===== src/rtl/clk_phase_gen.sv =====
// Shared-period multi-channel clock phase generator with run/halt on period boundaries.
// Outputs registered from next state (zero apparent latency); optional CLK_GATE_MASK_EN adds ch_mask.
module clk_phase_gen #(
  parameter int NUM_CH = 4,
  parameter int CNT_W  = 4,
  parameter int DIV    = 4
) (
  input  logic                    clock,
  input  logic                    reset,
  input  logic                    run_req,
  input  logic                    halt_req,
  input  logic [NUM_CH*CNT_W-1:0] phase_off,
`ifdef CLK_GATE_MASK_EN
  input  logic [NUM_CH-1:0]       ch_mask,
`endif
  output logic                    run_ack,
  output logic                    halt_ack,
  output logic                    running,
  output logic [CNT_W-1:0]        cycle_cnt,
  output logic [NUM_CH-1:0]       ch_div_clk,
  output logic [NUM_CH-1:0]       ch_en
);

  localparam logic [CNT_W:0]   DIV_V  = (CNT_W+1)'(DIV);
  localparam logic [CNT_W:0]   HALF_V = (CNT_W+1)'(DIV / 2);
  localparam logic [CNT_W-1:0] LAST   = CNT_W'(DIV - 1);

  typedef enum logic [1:0] {
    S_IDLE  = 2'd0,
    S_RUN   = 2'd1,
    S_DRAIN = 2'd2
  } state_t;

  state_t            state;
  state_t            state_nxt;
  logic [CNT_W-1:0]  cnt;
  logic [CNT_W-1:0]  cnt_nxt;
  logic              run_ack_nxt;
  logic              halt_ack_nxt;
  logic              active_nxt;
  logic              cnt_wrap;
  logic [NUM_CH-1:0] en_nxt;
  logic [NUM_CH-1:0] div_nxt;
  logic [NUM_CH-1:0] gate_nxt;

  assign cnt_wrap   = (cnt == LAST);
  assign active_nxt = (state_nxt != S_IDLE);

  always_comb begin
    state_nxt    = state;
    cnt_nxt      = cnt;
    run_ack_nxt  = 1'b0;
    halt_ack_nxt = 1'b0;
    case (state)
      S_IDLE: begin
        cnt_nxt = '0;
        if (run_req) begin
          state_nxt   = S_RUN;
          run_ack_nxt = 1'b1;
        end
      end
      S_RUN: begin
        cnt_nxt = cnt_wrap ? '0 : cnt + 1'b1;
        if (halt_req) begin
          state_nxt = S_DRAIN;
        end
      end
      S_DRAIN: begin
        // Leave only after the last phase of the period, so no channel sees a runt.
        if (cnt_wrap) begin
          state_nxt    = S_IDLE;
          cnt_nxt      = '0;
          halt_ack_nxt = 1'b1;
        end else begin
          cnt_nxt = cnt + 1'b1;
        end
      end
      default: begin
        state_nxt = S_IDLE;
        cnt_nxt   = '0;
      end
    endcase
  end

  for (genvar i = 0; i < NUM_CH; i++) begin : g_ch
    logic [CNT_W-1:0] off_raw;
    logic [CNT_W:0]   off;
    logic [CNT_W:0]   cnt_x;
    logic [CNT_W:0]   ph;

    assign off_raw = phase_off[i*CNT_W +: CNT_W];
    assign off     = ({1'b0, off_raw} >= DIV_V) ? '0 : {1'b0, off_raw};
    assign cnt_x   = {1'b0, cnt_nxt};
    assign ph      = (cnt_x >= off) ? (cnt_x - off) : (cnt_x + DIV_V - off);

`ifdef CLK_GATE_MASK_EN
    logic gated;

    // Mask only changes at this channel's period start (or while idle).
    assign gate_nxt[i] = ((state == S_IDLE) || (ph == '0)) ? ch_mask[i] : gated;

    always_ff @(posedge clock) begin
      if (reset) begin
        gated <= 1'b0;
      end else begin
        gated <= gate_nxt[i];
      end
    end
`else
    assign gate_nxt[i] = 1'b0;
`endif

    assign en_nxt[i]  = active_nxt && !gate_nxt[i] && (ph == '0);
    assign div_nxt[i] = active_nxt && !gate_nxt[i] && (ph < HALF_V);
  end

  always_ff @(posedge clock) begin
    if (reset) begin
      state      <= S_IDLE;
      cnt        <= '0;
      run_ack    <= 1'b0;
      halt_ack   <= 1'b0;
      running    <= 1'b0;
      ch_en      <= '0;
      ch_div_clk <= '0;
    end else begin
      state      <= state_nxt;
      cnt        <= cnt_nxt;
      run_ack    <= run_ack_nxt;
      halt_ack   <= halt_ack_nxt;
      running    <= active_nxt;
      ch_en      <= en_nxt;
      ch_div_clk <= div_nxt;
    end
  end

  assign cycle_cnt = cnt;

endmodule


===== config.mk =====
export PLATFORM = sky130hd
export DESIGN_NAME = clk_phase_gen
export DESIGN_NICKNAME = d
export VERILOG_FILES = /design/src/rtl/clk_phase_gen.sv
export SDC_FILE = /design/constraint.sdc
export NUM_CORES = 1
export LEC_CHECK = 0
export BUFFER_PORTS_ARGS = -buffer_cell sky130_fd_sc_hd__clkbuf_2
export CAP_MARGIN = 20
export CELL_PAD_IN_SITES_DETAIL_PLACEMENT = 1
export CELL_PAD_IN_SITES_GLOBAL_PLACEMENT = 2
export CORE_MARGIN = 5
export CORE_UTILIZATION = 36
export CTS_CLUSTER_SIZE = 8
export DETAILED_ROUTE_END_ITERATION = 12
export GPL_TIMING_DRIVEN = 0
export PLACE_DENSITY = 0.88
export SYNTH_ARGS = -nofsm -noshare
export SYNTH_HDL_FRONTEND = slang
export SYNTH_SLANG_ARGS = --single-unit

===== constraint.sdc =====
create_clock -name clock -period 4.8 [get_ports clock]
set_clock_uncertainty 0.15 [all_clocks]
set_input_delay 0.24 -clock clock [delete_from_list [all_inputs] [get_ports clock]]
set_output_delay 0.24 -clock clock [all_outputs]
set_load 0.005 [all_outputs]

==> results of run 1 <==
layout by cell type, fill, tap and decap left out, drive strengths merged, types with 2 or more instances in the layout:
master | netlist | layout
nand2 | 16 | 16
conb | 1 | 16
xnor2 | 2 | 2
a21o | 9 | 9
ha | 30 | 30
o21ai | 7 | 7
a21boi | 2 | 2
and4b | 4 | 4
mux2i | 2 | 2
nor3 | 12 | 12
xor2 | 3 | 3
dfxtp | 17 | 17
o22ai | 4 | 4
a221oi | 8 | 8
o311ai | 2 | 2
a41oi | 2 | 2
a21oi | 4 | 4
and2 | 9 | 9
nor4 | 4 | 4
nor3b | 7 | 7
nor2 | 16 | 16
inv | 11 | 11
o31a | 4 | 4
nand3b | 3 | 3
nor2b | 7 | 7
nand3 | 2 | 2
buf | 6 | 6
fa | 4 | 4
clkbuf | 0 | 38
or3b | 2 | 2
mux2 | 2 | 2
area by class of cell:
class	instances	area, sq um	share of cell area (%)
buffer	6	38.8	1.77
inverter	11	41.3	1.89
timing repair buffer	34	170	7.78
tap	70	87.6	4.01
sequential	17	340	15.6
multi-input combinational	189	1460	66.9
clock buffer	4	45.0	2.06
layer usage:
layer / up-vias / wire length [um]
met5: - / 0
met4: 0 / 42
met3: 4 / 65
met2: 14 / 2240
met1: 816 / 2090
li1: 864 / -
worst min-delay path, delay by kind of cell:
family	cells	cell delay, ps
AND/OR/NAND/NOR	2	130
buffers and inverters	1	90
power breakdown:
group / total (mW) / internal, mW / switching (mW)
clock network: 0.108 / 0.0588 / 0.0496
registers: 0.153 / 0.149 / 0.00437
logic: 0.161 / 0.0722 / 0.0891
total: 0.423 / 0.280 / 0.143
registers in the layout (all words and copies together), names as in the netlist:
name / cells
ch_div_clk: 4
ch_en: 4
cycle_cnt: 4
halt_ack: 1
run_ack: 1
running: 1
state: 2
cells by family after synthesis:
logic type / after synthesis / share of synthesized area, %
adders and majority gates: 34 / 24.9
and+or+nand+nor: 86 / 27.7
DFF: 17 / 18.6
other: 1 / 0.205
muxes: 4 / 2.33
AOI/OAI and AO/OA: 44 / 19.5
buffers and inverters: 17 / 4.38
xor gates and xnor gates: 5 / 2.40
through the flow:
| step | setup slack, ps | total power, mW |
|---|---|---|
| 6_report | 1460 | 0.423 |
| 5_1_grt | 1250 | 0.456 |
| 4_1_cts | 1420 | 0.430 |
| 3_5_place_dp | 1450 | 0.318 |
| 3_3_place_gp | 1500 | 0.314 |
| 2_1_floorplan | 1950 | 0.272 |
path summary, 6_finish.rpt:
path / startpoint / to
worst max-delay path: state[1]$_SDFF_PP0_ / ch_en[0]$_SDFF_PP0_
worst min-delay path: run_req / run_ack$_SDFF_PP0_
worst max register to register: state[1]$_SDFF_PP0_ / ch_en[0]$_SDFF_PP0_
worst min register to register: cycle_cnt[2]$_SDFF_PP0_ / halt_ack$_SDFF_PP0_
==> flow_summary.ini, run 1 <==
[run_status]
outcome = completed

[global_route]
grt_max_degree = 11
grt_pass1_vias = 1721
grtUsageMet1_pct = 17.4
grt_util_met3_pct = 1.55
antenna_found_initial = 0
grt_pass1_wl_um = 7620
use_met2_pct = 27.0
grt.total_usage_pct = 14.4
overflow = 0
busiest_layer = met2

[logic_synthesis]
synth_top_area_share_pct = 20.5
synthCells = 208
yosys-top-cells-count = ha_1, dfxtp_1, nand2_1, nor2_1, nor3_1
yosysTopAreaCell = ha_1
synth.most_common_cell = ha_1
synth_warnings = 0
synth_edf_count = 0
synth_area_sq_um = 1830
synth_ff_type = dfxtp_1
synth_area_leaders = ha_1, dfxtp_1, fa_1, a21o_1, nor3_1
synth.distinct_cells = 46
ys_seq_area_share_pct = 18.6
avgSynthCellArea_sq_um = 8.78
synthArstFlopShare_pct = 0
ys_ff_latch = 17

[sta]
slew_headroom_pct = 60.3
period_share_pct = 69.7
period_minus_slack_ps = 3340
hold_viol_final = 0
maxSlewViolCount = 0
setup_viol = 0
tightestPinTransition_ps = 595
rsz0062_at_grt = no
setup_tns_ps = 0
hold_slack_ps = 106
max_freq_mhz = 299

[worst_setup_path]
rrSetupSlack_ps = 1460
path_cells = inv_1 > ha_1 > nor2b_1 > ha_1 > ha_1 > a21o_1 > a221oi_2 > o21ai_1 > mux2_2 > nor4_1
critPathLaunchType = register
crit_top_cell = ha_1
crit_family = adder cells
slowest_delay_ps = 500
end_kind = register
crit_type = register to register
worstRegToRegCells = 10
slowest_stage = nor2b_1
path_buf_inv = 1
worst_ep_required_time_ps = 4810
critPathMaxFanout = 6
arrival_ps = 3350
path_depth = 10

[layout]
fin_util_pct = 43.6
final_area_sq_um = 2190
final_nets = 316
antenna_cells = 0
stdcell_count = 331
drive_above_1_share_pct = 21.1
syn_to_final_growth_pct = 19.7
fillCellCount = 658

[clock_network]
post_cts_buffers = 0
cts_resized = 0
cts_buffer_depth = 2
cts.sinks = 17
cts_htree_levels = 1
cts_buffers = 3
holdBufCountCts = 0
cts_root_buf = clkbuf_8
path_clk_slew_ps = 70
clock_latency_ps = 250
cts_tree = built

[placed_design]
dp_hpwl_um = 3680
port_buffers = 34
dp_cells = 327
place_area_sq_um = 2140
place_congestion = 0.739

[power_and_ir_drop]
power_density_nw_per_um2 = 194
ir_drop_uv = 85.6
power_leakage_nw = 1.07

[detailed_routing]
dr.first_iter.drc_count = 62
viasPerCell = 5.13
drt_pass1_iterations = 4
drc = 0
ant_nets = 0
wl_per_cell_um = 13.4
wl_um = 4440
via_count = 1698

[floorplanning]
pin_count = 35
num_rows = 26
die_h_um = 81.2
coreArea_sq_um = 5010
die_width_um = 81.2
die-area_sq_um = 6600
start_util_pct = 36.5

[min_path]
whs_path_depth = 3
hold_path.class = input port to register

[run]
max_cap_violations = 0
(Power assumes the default switching activity.)
==> run 2, diff against run 1 <==
- CORE_UTILIZATION: 36 -> 33
- PLACE_DENSITY: 0.88 -> 0.82
- clock period: 4.8 -> 3.3 ns (I/O delays scaled with it)
==> flow_summary.ini, run 2 (synthesis gave the netlist of run 1 again) <==
[worst_setup_path]
critPathMaxFanout = 4
worstRegToRegCells = 11
worst_ep_required_time_ps = 3300
rrSetupSlack_ps = 110
end_kind = register
arrival_ps = 3190
critPathLaunchType = register
crit_type = register to register

[layout]
drive_above_1_share_pct = 25.5
fillCellCount = 668
layout_common_cells = clkbuf_2, ha_1, conb_1, dfxtp_1, nand2_1
stdcell_count = 335
layout_commonest_cell = clkbuf_2
antenna_cells = 0
syn_to_final_growth_pct = 23.4
final_nets = 318

[detailed_routing]
viasPerCell = 4.98
wl_per_cell_um = 13.4
drc = 0
via_count = 1667
ant_nets = 0
drt_pass1_iterations = 4
wl_um = 4470
dr.first_iter.drc_count = 47

[floorplanning]
die_h_um = 84.4
pin_count = 35
die-area_sq_um = 7120
start_util_pct = 33.6
die_width_um = 84.4
num_rows = 27
coreArea_sq_um = 5440

[power_and_ir_drop]
ir_drop_uv = 136
power_density_nw_per_um2 = 277
power_leakage_nw = 1.08

[run]
max_cap_violations = 0

[global_route]
grt_max_degree = 11
antenna_found_initial = 0
overflow = 0
grt.total_usage_pct = 12.8
grt_pass1_vias = 1732
grt_pass1_wl_um = 7670

[sta]
setup_viol = 0
hold_viol_final = 0
maxSlewViolCount = 0
period_share_pct = 96.6
fin_ws_ps = 112
max_freq_mhz = 314
period_minus_slack_ps = 3190
rsz0062_at_grt = yes

[clock_network]
cts_tree = built
cts.sinks = 17
clock_latency_ps = 250
path_clk_slew_ps = 70
holdBufCountCts = 0
cts_root_buf = clkbuf_8
cts_buffers = 3
cts_buffer_depth = 2
cts_htree_levels = 1

[placed_design]
post-place-ws_ps = -74.9
dp_hpwl_um = 3590
place_congestion = 0.736
port_buffers = 34
dp_cells = 329

[min_path]
hold_path.class = input port to register
whs_path_depth = 3

[run_status]
outcome = completed
[run 2: cell count changes in the layout (fill, tap and decap cells not counted), sizes merged]
cell / delta
buf: +2
[run 2: path summary, 6_finish.rpt]
| kind | start | endpoint |
|---|---|---|
| worst max register to register | cycle_cnt[1]$_SDFF_PP0_ | ch_div_clk[0]$_SDFF_PP0_ |
| worst min register to register | cycle_cnt[2]$_SDFF_PP0_ | halt_ack$_SDFF_PP0_ |
| worst max-delay path | cycle_cnt[1]$_SDFF_PP0_ | ch_div_clk[0]$_SDFF_PP0_ |
| worst min-delay path | run_req | run_ack$_SDFF_PP0_ |
[run 2: what timing repair did]
item                       CTS  global route
buffers inserted             0             2
resized for setup            1            11
pin swaps                    1             0
setup endpoints to repair    4             8
[run 2: critical path: stages (launching register included)]
cell      delay [ps]
dfxtp_1          360
ha_1             190
or3b_4           420
nand3b_1         230
buf_4            160
ha_1             180
inv_1             70
fa_1             440
a221oi_2         260
o21ai_1          110
mux2_2           290
nor4_1           260
[run 2: report_power, final]
part	switching (mW)	internal, mW	total (mW)
Sequential	0.00580	0.217	0.223
Clock	0.0697	0.0856	0.155
Combinational	0.134	0.114	0.247
Total	0.209	0.416	0.626
[run 2: layout make-up]
| type | count | area, sq um | share of cell area (%) |
|---|---|---|---|
| clock buffers | 4 | 45.0 | 2.00 |
| flip-flops and latches | 17 | 342 | 15.1 |
| multi-input cells | 189 | 1510 | 67.1 |
| plain buffers | 6 | 38.8 | 1.72 |
| inverters | 11 | 41.3 | 1.83 |
| well taps | 72 | 90.1 | 4.00 |
| repair buffers | 36 | 185 | 8.21 |
[run 2: stage by stage]
| stage | setup TNS (ps) | area, sq um | hold WS [ps] | util, % | total power [mW] |
|---|---|---|---|---|---|
| after floorplan | 0 | 1880 | 86.6 | - | 0.396 |
| after global placement | 0 | 2140 | 296 | 39.4 | 0.457 |
| after detailed placement | -177 | 2140 | 294 | 39.4 | 0.461 |
| after CTS | 0 | 2190 | 23.5 | 40.3 | 0.622 |
| after global routing | -54.2 | 2250 | 28.1 | 41.5 | 0.674 |
| final | 0 | 2250 | 23.4 | 41.5 | 0.626 |
[run 2: metal layers]
| metal | track usage (%) | vias to the layer above | part of all wire (%) |
|---|---|---|---|
| met5 | 0 | - | 0 |
| met3 | 1.86 | 4 | 2.6 |
| met1 | 15.3 | 788 | 45 |
| li1 | - | 860 | - |
| met4 | 3.02 | 0 | 0.85 |
| met2 | 24.0 | 15 | 51 |
==> run 3, diff against run 2 <==
- CELL_PAD_IN_SITES_DETAIL_PLACEMENT: 1 -> not set
- CELL_PAD_IN_SITES_GLOBAL_PLACEMENT: 2 -> not set
- CORE_UTILIZATION: 33 -> 50
- CTS_CLUSTER_SIZE: 8 -> not set
- PLACE_DENSITY: 0.82 -> 0.76
==> flow_summary.ini, run 3 (synthesis gave the netlist of run 1 again) <==
[clock_network]
cts_buffer_depth = 2
cts_root_buf = clkbuf_8
cts.sinks = 17
holdBufCountCts = 0
cts_htree_levels = 1
cts_tree = built
path_clk_slew_ps = 70
clock_latency_ps = 250
cts_buffers = 3

[layout]
layout_common_cells = clkbuf_2, ha_1, dfxtp_1, conb_1, nand2_1
syn_to_final_growth_pct = 20.4
drive_above_1_share_pct = 24.0
layout_commonest_cell = clkbuf_2
fin_util_pct = 61.0
fillCellCount = 343
antenna_cells = 0
final_nets = 318

[power_and_ir_drop]
swShare_pct = 33.5
pwr-share-comb_pct = 38.4
p_seq_share_pct = 35.9
power_density_nw_per_um2 = 281
switching_power_mw = 0.207
p_int_mw = 0.412
p_clk_share_pct = 25.6
power_leakage_nw = 1.08
ir_drop_uv = 167

[global_route]
grt.total_usage_pct = 15.0
grt_pass1_vias = 1561
overflow = 0
grt_max_degree = 11
grt_pass1_wl_um = 6200
antenna_found_initial = 0

[sta]
hold_viol_final = 0
setup_viol = 0
hold_slack_ps = 21.9
period_minus_slack_ps = 3070
max_freq_mhz = 326
maxSlewViolCount = 0
period_share_pct = 92.9

[worst_setup_path]
slowest_stage = nor2b_2
arrival_ps = 3080
slowest_delay_ps = 400
crit_start = state[1]$_SDFF_PP0_
path_buf_inv = 1
crit_type = register to register
timing.rr.start = state[1]$_SDFF_PP0_
critPathLaunchType = register
critPathMaxFanout = 6
path_cells = inv_1 > ha_1 > nor2b_2 > ha_4 > ha_1 > a21o_1 > a221oi_2 > o21ai_1 > mux2_2 > nor4_2
crit_top_cell = ha_1
end_kind = register
crit_family = adder cells
worst_ep_required_time_ps = 3320

[detailed_routing]
ant_nets = 0
drc = 0
dr.first_iter.drc_count = 60
wl_per_cell_um = 11.8
via_count = 1668
drt_pass1_iterations = 4
wl_um = 3670
viasPerCell = 5.36

[floorplanning]
coreArea_sq_um = 3610
die-area_sq_um = 4960
start_util_pct = 50.7
die_width_um = 70.4
pin_count = 35
num_rows = 22
die_h_um = 70.4

[min_path]
hold_path.class = input port to register
holdCritStartpoint = run_req

[run]
max_cap_violations = 0

[run_status]
outcome = completed

[placed_design]
dp_hpwl_um = 3010
place_congestion = 0.817
port_buffers = 34
-- run 3: layer usage --
layer  wire length (um)  track usage, %  up-vias
li1                   -               -      857
met1               1620            16.9      776
met2               1830            27.4       28
met3                143            3.02        7
met4                 75            5.32        0
met5                  0               0        -
-- run 3: metrics by stage --
stage               setup TNS (ps)  cell area (sq um)  total power, mW  setup WS (ps)  cells
global placement                 0               2110            0.449            122    305
finish                           0               2200            0.619            233    311
CTS                              0               2160            0.615          0.660    309
global route                 -42.0               2200            0.663          -39.8    311
floorplan                        0               1880            0.396            451    223
detailed placement           -31.2               2110            0.454          -31.2    305
-- run 3: final cells by class --
type                       count  area (sq um)  area share, %
tap                           48          60.1           2.73
buffer                         6          38.8           1.76
inverter                      11          41.3           1.88
sequential                    17           340           15.5
clock inverter                 1          5.00          0.228
multi-input combinational    189          1490           67.6
timing repair buffer          36           185           8.42
clock buffer                   3          41.3           1.88
-- run 3: power by group through the flow --
| stage | registers (mW) | clock network, mW | logic [mW] |
|---|---|---|---|
| 2_1_floorplan | 0.228 | 0 | 0.168 |
| 3_3_place_gp | 0.227 | 0 | 0.222 |
| 3_5_place_dp | 0.227 | 0 | 0.227 |
| 4_1_cts | 0.223 | 0.163 | 0.229 |
| 5_1_grt | 0.224 | 0.169 | 0.270 |
| 6_report | 0.222 | 0.159 | 0.238 |
-- run 3: worst register-to-register path, stage by stage (launching register included) --
cell and delay (ps):
dfxtp_1 390, inv_1 90, ha_1 350, nor2b_2 410
ha_4 220, ha_1 270, a21o_1 210, a221oi_2 250
o21ai_1 90, mux2_2 300, nor4_2 260
-- run 3: worst paths after layout --
| check | cells past startpoint | to | slack, ps |
|---|---|---|---|
| min | 3 | run_ack$_SDFF_PP0_ | 20 |
| max | 10 | ch_en[0]$_SDFF_PP0_ | 230 |
| max reg2reg | 10 | ch_en[0]$_SDFF_PP0_ | 230 |
| min reg2reg | 2 | halt_ack$_SDFF_PP0_ | 510 |
-- run 3: what timing repair did --
| action | 4_1_cts | 5_1_grt |
|---|---|---|
| resized for setup | 1 | 4 |
| buffers inserted | 0 | 2 |
| endpoints found under the hold margin | 0 | 0 |
| setup endpoints to repair | 1 | 8 |
| pin swaps | 0 | 1 |
